**config.mk**
```make
export PLATFORM = sky130hd
export DESIGN_NAME = ycbcr_to_rgb
export DESIGN_NICKNAME = d
export VERILOG_FILES = /design/src/rtl/ycbcr_to_rgb.sv
export SDC_FILE = /design/constraint.sdc
export NUM_CORES = 1
export LEC_CHECK = 0
export CAP_MARGIN = 30
export CORE_MARGIN = 4
export CORE_UTILIZATION = 55
export DETAILED_ROUTE_END_ITERATION = 12
export MAX_ROUTING_LAYER = met4
export PLACE_DENSITY = 0.77
export SLEW_MARGIN = 10
export SYNTH_ARGS = -nofsm -noshare
export SYNTH_HDL_FRONTEND = slang
export SYNTH_SLANG_ARGS = --single-unit
```
**constraint.sdc**
```tcl
create_clock -name clk -period 13.8 [get_ports clk]
set_input_delay 2.76 -clock clk [delete_from_list [all_inputs] [get_ports clk]]
set_output_delay 2.76 -clock clk [all_outputs]
set_load 0.005 [all_outputs]
```
**src/rtl/ycbcr_to_rgb.sv**
```systemverilog
// ycbcr_to_rgb: three-stage BT.601 studio-range YCbCr -> RGB converter with
// valid/ready handshake on both sides and SOF/EOL sideband carried per pixel.
// Optional feature macro: YCBCR2RGB_SAT_CNT_EN adds a saturating 16-bit
// count of output pixels that had at least one channel clamped.
module ycbcr_to_rgb #(
    parameter int unsigned Y_OFF = 16,
    parameter int unsigned C_OFF = 128
) (
    input  logic        clk,
    input  logic        rst_n,
    input  logic        in_valid,
    output logic        in_ready,
    input  logic [7:0]  y,
    input  logic [7:0]  cb,
    input  logic [7:0]  cr,
    input  logic        in_sof,
    input  logic        in_eol,
    output logic        out_valid,
    input  logic        out_ready,
    output logic [7:0]  r,
    output logic [7:0]  g,
    output logic [7:0]  b,
    output logic        out_sof,
    output logic        out_eol
`ifdef YCBCR2RGB_SAT_CNT_EN
    ,
    output logic [15:0] sat_count
`endif
);

    localparam int unsigned DW = 9;
    localparam int unsigned SW = 20;

    localparam logic signed [SW-1:0] K_Y  = SW'(298);
    localparam logic signed [SW-1:0] K_RV = SW'(409);
    localparam logic signed [SW-1:0] K_GV = SW'(208);
    localparam logic signed [SW-1:0] K_GU = SW'(100);
    localparam logic signed [SW-1:0] K_BU = SW'(516);
    localparam logic signed [SW-1:0] RND  = SW'(128);
    localparam logic signed [SW-1:0] MAXV = SW'(255);

    logic                 v1, v2;
    logic                 ld1, ld2, ld3;
    logic signed [DW-1:0] yd, cbd, crd;
    logic                 sof1, eol1, sof2, eol2;
    logic signed [SW-1:0] sr, sg, sb;
    logic signed [SW-1:0] sr_c, sg_c, sb_c;
    logic signed [SW-1:0] tr_c, tg_c, tb_c;

    // Round-half-up then drop the 8 fractional bits of the fixed-point sum.
    function automatic logic signed [SW-1:0] rnd_shift(input logic signed [SW-1:0] s);
        return (s + RND) >>> 8;
    endfunction

    // Clamp a rounded channel into the 8-bit output range.
    function automatic logic [7:0] clamp8(input logic signed [SW-1:0] t);
        if (t[SW-1]) begin
            return 8'd0;
        end else if (t > MAXV) begin
            return 8'hFF;
        end else begin
            return t[7:0];
        end
    endfunction

    // A stage may load when empty or when the stage after it frees up this cycle.
    assign ld3      = !out_valid || out_ready;
    assign ld2      = !v2 || ld3;
    assign ld1      = !v1 || ld2;
    assign in_ready = ld1;

    // S1: remove black-level and chroma offsets.
    always_ff @(posedge clk or negedge rst_n) begin
        if (!rst_n) begin
            v1   <= 1'b0;
            yd   <= '0;
            cbd  <= '0;
            crd  <= '0;
            sof1 <= 1'b0;
            eol1 <= 1'b0;
        end else if (ld1) begin
            v1 <= in_valid;
            if (in_valid) begin
                yd   <= DW'({1'b0, y})  - DW'(Y_OFF);
                cbd  <= DW'({1'b0, cb}) - DW'(C_OFF);
                crd  <= DW'({1'b0, cr}) - DW'(C_OFF);
                sof1 <= in_sof;
                eol1 <= in_eol;
            end
        end
    end

    // Matrix products with coefficients scaled by 256.
    always_comb begin
        sr_c = K_Y * SW'(yd) + K_RV * SW'(crd);
        sg_c = K_Y * SW'(yd) - K_GV * SW'(crd) - K_GU * SW'(cbd);
        sb_c = K_Y * SW'(yd) + K_BU * SW'(cbd);
    end

    // S2: register the fixed-point sums.
    always_ff @(posedge clk or negedge rst_n) begin
        if (!rst_n) begin
            v2   <= 1'b0;
            sr   <= '0;
            sg   <= '0;
            sb   <= '0;
            sof2 <= 1'b0;
            eol2 <= 1'b0;
        end else if (ld2) begin
            v2 <= v1;
            if (v1) begin
                sr   <= sr_c;
                sg   <= sg_c;
                sb   <= sb_c;
                sof2 <= sof1;
                eol2 <= eol1;
            end
        end
    end

    // Rounded channels ahead of clamping.
    always_comb begin
        tr_c = rnd_shift(sr);
        tg_c = rnd_shift(sg);
        tb_c = rnd_shift(sb);
    end

    // S3: clamp and present; data holds whenever no new pixel arrives.
    always_ff @(posedge clk or negedge rst_n) begin
        if (!rst_n) begin
            out_valid <= 1'b0;
            r         <= '0;
            g         <= '0;
            b         <= '0;
            out_sof   <= 1'b0;
            out_eol   <= 1'b0;
        end else if (ld3) begin
            out_valid <= v2;
            if (v2) begin
                r       <= clamp8(tr_c);
                g       <= clamp8(tg_c);
                b       <= clamp8(tb_c);
                out_sof <= sof2;
                out_eol <= eol2;
            end
        end
    end

`ifdef YCBCR2RGB_SAT_CNT_EN
    logic sat3;
    logic sat_c;

    // True when a rounded channel falls outside 0..255.
    function automatic logic over(input logic signed [SW-1:0] t);
        return t[SW-1] || (t > MAXV);
    endfunction

    // Any channel of the pixel entering S3 needs clamping.
    always_comb begin
        sat_c = over(tr_c) || over(tg_c) || over(tb_c);
    end

    // Clamp flag travels with the pixel held in S3.
    always_ff @(posedge clk or negedge rst_n) begin
        if (!rst_n) begin
            sat3 <= 1'b0;
        end else if (ld3 && v2) begin
            sat3 <= sat_c;
        end
    end

    // Count clamped pixels as they leave, sticking at all-ones.
    always_ff @(posedge clk or negedge rst_n) begin
        if (!rst_n) begin
            sat_count <= '0;
        end else if (out_valid && out_ready && sat3 && (sat_count != 16'hFFFF)) begin
            sat_count <= sat_count + 16'd1;
        end
    end
`endif

endmodule
```
==> flow_metrics.py, run 1 <==
metrics = {
    "die": {
        "chipWidth_um": 148.4,
        "dieArea_mm2": 0.02203,
        "start_util_pct": 55.74,
        "core_mm2": 0.01946,
        "rows": 51,
        "num_io_pins": 58,
        "die_height_um": 148.4,
    },
    "timing": {
        "setup_viol": 0,
        "period_needed_ns": 7.240,
        "fin_setup_tns_ns": 0,
        "rsz0062_at_grt": "no",
        "hold_viol": 0,
        "clock_skew_ns": 0.01042,
        "fmax_mhz": 138.1,
        "slew_headroom_pct": 51.18,
        "worst_slew_pin_slew_ns": 0.7139,
        "period_share_pct": 52.46,
        "slew_violations": 0,
    },
    "clock_network": {
        "cts_tree": "done",
        "cts_resized": 0,
        "cts_buffers": 9,
        "cts.sinks": 97,
        "clockRootBuffer": "clkbuf_16",
        "clk_pin_slew_ns": 0.07,
        "post-cts-setup-buffers": 0,
        "clock_latency_ns": 0.36,
        "clk_path_buf_depth": 2,
        "cts_hold_buf": 0,
        "htreeDepth": 3,
    },
    "critical_path": {
        "cp.arrival_ns": 7.45,
        "end_kind": "flop",
        "r2r_setup_slack_ns": 6.56,
        "critical_path.slowest_cell": "fa_1",
        "path_class": "reg2reg",
        "crit_end": "sg[19]",
        "crit_required_ns": 14.01,
        "rr_worst_depth": 27,
        "start_kind": "flop",
        "crit_start": "yd[3]",
        "worst-path-max-fanout": 4,
        "r2r_end": "sg[19]",
        "max_stage_delay_ns": 0.57,
        "crit-reg2reg-launch": "yd[3]",
    },
    "detailed_routing": {
        "drtIter0Drc": 260,
        "drt-vias-per-instance": 5.395,
        "num_vias": 7903,
        "drt_pass1_iterations": 5,
        "route.final.wire_length_um": 21460,
        "antenna_left": 0,
        "route.detailed.drc": 0,
        "routedWlPerCell_um": 14.65,
    },
    "cells_and_area": {
        "fill_cells": 1655,
        "diodes": 0,
        "syn_to_final_growth_pct": 10.91,
        "drive_gt1_share_pct": 5.250,
        "final_cell_mix": "ha_1 (216), inv_1 (177), nand2_1 (103), dfrtp_1 (97)",
        "multi_input_area_mm2": 0.007689,
        "layout_commonest_cell": "ha_1",
        "nets": 1505,
        "regArea_mm2": 0.002427,
    },
    "yosys": {
        "synth-edff-count": 0,
        "synth_top_cell_by_area": "ha_1",
        "synth_area_mm2": 0.01085,
        "synthArstFlopShare_pct": 100.0,
        "yosys-top-cells-area": "ha_1 (25%), dfrtp_1 (22%), fa_1 (12%)",
        "yosys_warnings": 0,
        "synth_seq_area_share_pct": 22.38,
        "syn-num-nets": 1450,
        "synthFlopType": "dfrtp_1",
        "synth_top_area_share_pct": 24.91,
        "netlist_instances": 1140,
        "synthDistinctLibCells": 63,
        "syn_area_per_cell_um2": 9.516,
        "ys_ff_latch": 97,
    },
    "global_routing": {
        "grt_pass1_vias": 7877,
        "antenna_found_initial": 0,
        "grt_overflow": 0,
        "grt_pass1_wl_um": 36920,
        "grt_max_degree": 82,
        "grt_use_total_pct": 21.11,
    },
    "placement": {
        "hpwl_um": 18210,
        "io_buffers": 57,
        "place_congestion": 0.9184,
    },
    "job": {
        "drv_cap": 0,
    },
    "status": {
        "status": "finished clean",
    },
    "hold_path": {
        "hold_class": "reg2reg",
    },
}
worst min-delay path by stage:
stage,from,end,slack [ns],cells after the start
after floorplan,eol1,eol2,0.43,2
after global placement,sof1,sof2,0.44,2
after detailed placement,sof1,sof2,0.46,2
after global routing,sof2,sof2,0.51,2
after CTS,sof1,sof2,0.47,2
final,sof1,sof2,0.47,2
area by class of cell:
type,instances,area share [%]
timing repair buffer,62,5.200
clock inverter,6,0.4576
multi-input combinational,848,63.90
inverter,177,5.522
tap,265,2.756
clock buffer,10,1.986
sequential,97,20.17
routing by layer:
| metal | track usage [%] | up-vias | wire, um |
|---|---|---|---|
| met3 | 3.230 | 35 | 875 |
| met5 | - | - | 0 |
| met1 | 28.21 | 3733 | 10210 |
| met4 | 5.173 | 0 | 373 |
| li1 | - | 3993 | - |
| met2 | 34.08 | 142 | 10010 |
Yosys cell counts, types with 16 or more instances:
library cell	count
a21oi_1	42
a22o_1	24
fa_1	64
xor2_1	25
xnor2_1	61
ha_1	216
nor2_1	40
o21ai_0	64
and3_1	16
nand2_1	104
inv_1	177
mux2_2	23
dfrtp_1	97
metrics by stage:
step / instance area, um2 / util (%) / hold WS, ns / setup WS (ns) / std cells
global route: 12030 / 61.82 / 0.5146 / 6.078 / 1465
floorplan: 10850 / - / 0.4331 / 7.262 / 1140
CTS: 12000 / 61.68 / 0.4740 / 6.556 / 1464
detailed placement: 11710 / 60.17 / 0.4574 / 6.633 / 1448
global placement: 11710 / 60.17 / 0.4418 / 6.776 / 1448
finish: 12030 / 61.82 / 0.4711 / 6.560 / 1465
state kept, by name (all words and copies together) (netlist names):
| register | flops |
|---|---|
| sr | 13 |
| out_eol | 1 |
| yd | 9 |
| sg | 13 |
| sof2 | 1 |
| r | 8 |
| b | 8 |
| crd | 8 |
| eol2 | 1 |
| v2 | 1 |
| cbd | 8 |
| out_valid | 1 |
| out_sof | 1 |
| sof1 | 1 |
| sb | 13 |
| g | 8 |
| v1 | 1 |
| eol1 | 1 |
kinds of logic after synthesis:
kind of cell    synth area share (%)
fa+ha+maj                      36.72
xor+xnor                       7.313
buf+inv                        6.771
mux                            2.664
compound gates                 13.96
flops                          22.38
simple gates                   10.20
critical path: cells and delay by family (launching register included):
family / cells / cell delay, ns
AOI/OAI and AO/OA: 12 / 2.55
xor gates and xnor gates: 2 / 0.36
adders and majority gates: 8 / 3.15
buffers and inverters: 3 / 0.14
DFF: 1 / 0.43
and+or+nand+nor: 2 / 0.47
Power of run 1 is left out: the tool's default activity adds up to more than one toggle a clock period on the data nets, which glitch-free logic cannot reach.
==> inputs of run 2 (changes only) <==
Clock period 13.8 ns to 7.2 ns, I/O delays scaled along.
==> run 2 against run 1 <==
Against the previous run: global-route usage fell by 0.074 points; register-to-register slack got worse by 6.3 ns; highest routed layer unchanged; cell count rose by 0.41%; worst hold slack improved by 0.0019 ns; critical path depth did not move; clock skew barely moved; critical endpoint is now sr[19]; maximum frequency rose by 4.7%; via count fell by 0.43%; non-clock buffer count rose by 6; core utilization rose by 0.53 points; sequential cell count did not move; routed wire length fell by 0.47%.
==> flow_metrics.py, run 2 (synthesis results as in run 1) <==
metrics = {
    "cells_and_area": {
        "regArea_mm2": 0.002427,
        "final_cell_mix": "ha_1 (216), inv_1 (177), nand2_1 (103), dfrtp_1 (97), fa_1 (64)",
        "syn_to_final_growth_pct": 11.86,
        "largestRegisters": "sb: 13 flops, sg: 13 flops, sr: 13 flops",
        "drive_gt1_share_pct": 5.970,
        "diodes": 0,
        "multi_input_area_mm2": 0.007729,
        "fill_cells": 1638,
        "nets": 1511,
        "layout_commonest_cell": "ha_1",
    },
    "clock_network": {
        "cts_tree": "done",
        "clk_pin_slew_ns": 0.08,
        "cts_buffers": 9,
        "post-cts-setup-buffers": 0,
        "htreeDepth": 3,
        "clk_path_buf_depth": 2,
        "cts.sinks": 97,
        "clockRootBuffer": "clkbuf_16",
        "clock_latency_ns": 0.36,
    },
    "timing": {
        "worst_slew_pin_slew_ns": 0.7343,
        "slew_violations": 0,
        "rsz0062_at_grt": "no",
        "period_share_pct": 96.03,
        "clock_skew_ns": 0.01013,
        "period_needed_ns": 6.914,
        "fmax_mhz": 144.6,
        "slew_headroom_pct": 50.42,
        "hold_viol": 0,
        "setup_viol": 0,
        "fin_setup_tns_ns": 0,
    },
    "critical_path": {
        "start_kind": "flop",
        "worst-path-max-fanout": 5,
        "end_kind": "flop",
        "cp.arrival_ns": 7.18,
        "path_class": "reg2reg",
        "crit_required_ns": 7.47,
    },
    "detailed_routing": {
        "routed-wl-met2_um": 9644,
        "route.detailed.drc": 0,
        "wl_met1_um": 10360,
        "num_vias": 7869,
        "dr_wl_met3_um": 957,
        "antenna_left": 0,
        "route.final.wire_length_um": 21360,
        "dr.max_layer_used": "met4",
        "drt-vias-per-instance": 5.349,
        "drt_pass1_iterations": 5,
        "drtIter0Drc": 345,
        "routedWlPerCell_um": 14.52,
    },
    "global_routing": {
        "grt_use_total_pct": 21.04,
        "grt_pass1_vias": 7703,
        "grt_overflow": 0,
        "antenna_found_initial": 0,
        "grt_pass1_wl_um": 36730,
        "grt_max_degree": 82,
    },
    "placement": {
        "place_congestion": 0.9144,
        "hpwl_um": 17890,
        "io_buffers": 57,
    },
    "die": {
        "dieArea_mm2": 0.02203,
        "core_mm2": 0.01946,
        "rows": 51,
        "die_height_um": 148.4,
        "num_io_pins": 58,
        "chipWidth_um": 148.4,
        "start_util_pct": 55.74,
    },
    "job": {
        "drv_cap": 0,
    },
    "hold_path": {
        "hold_class": "reg2reg",
    },
    "status": {
        "status": "finished clean",
    },
}
run 2: worst paths after layout:
| path | start | slack (ns) | to | depth (start not counted) |
|---|---|---|---|---|
| setup / recovery | yd[3] | 0.29 | sr[19] | 27 |
| hold reg to reg | sof1 | 0.47 | sof2 | 2 |
| setup reg to reg | yd[3] | 0.29 | sr[19] | 27 |
| min in group asynchronous | rst_n | 0.98 | cbd[1] | 1 |
| hold / removal | sof1 | 0.47 | sof2 | 2 |
| max in group asynchronous | rst_n | 5.43 | b[3] | 3 |
run 2: stage by stage:
step,utilization [%],hold slack (ns),area [um2],instances,setup WS [ns]
finish,62.35,0.4731,12130,1471,0.2860
global route,62.35,0.5102,12130,1471,0.01167
CTS,62.00,0.4818,12070,1470,0.01873
detailed placement,60.40,0.4595,11760,1454,0.1031
global placement,60.40,0.4409,11760,1454,0.2619
floorplan,-,0.4331,10850,1140,0.6615
run 2: critical path, cell delays in order, from the launching register on:
cell,delay [ns]
dfrtp_1,0.43
ha_1,0.34
ha_1,0.29
inv_1,0.05
fa_1,0.48
inv_1,0.05
fa_1,0.48
ha_1,0.31
inv_1,0.06
fa_1,0.47
nor2b_1,0.14
o21ai_1,0.08
a21boi_1,0.25
nor2_2,0.11
ha_1,0.28
inv_1,0.04
fa_1,0.46
fa_1,0.55
inv_1,0.04
ha_1,0.36
a21o_1,0.18
a21o_1,0.19
a21oi_1,0.18
inv_1,0.09
o41ai_4,0.32
o2111ai_1,0.21
xor3_1,0.22
o21ai_0,0.16
run 2: area by class of cell:
type,count,area share (%)
Clock buffer,9,1.856
Tap cell,265,2.733
Sequential cell,97,20.00
Clock inverter,7,0.7115
Multi-Input combinational cell,848,63.69
Inverter,177,5.475
Timing Repair Buffer,68,5.527
run 2: metal layers:
layer | global-route usage [%] | up-vias
met5 | - | -
met2 | 33.01 | 125
met4 | 5.358 | 0
met1 | 29.32 | 3712
li1 | - | 4002
met3 | 2.468 | 30
run 2: repair_timing:
item                       CTS  global route
resized for setup            0             9
hold buffers                 0             0
setup endpoints to repair    0             6
Power of run 2 is left out for the same reason.
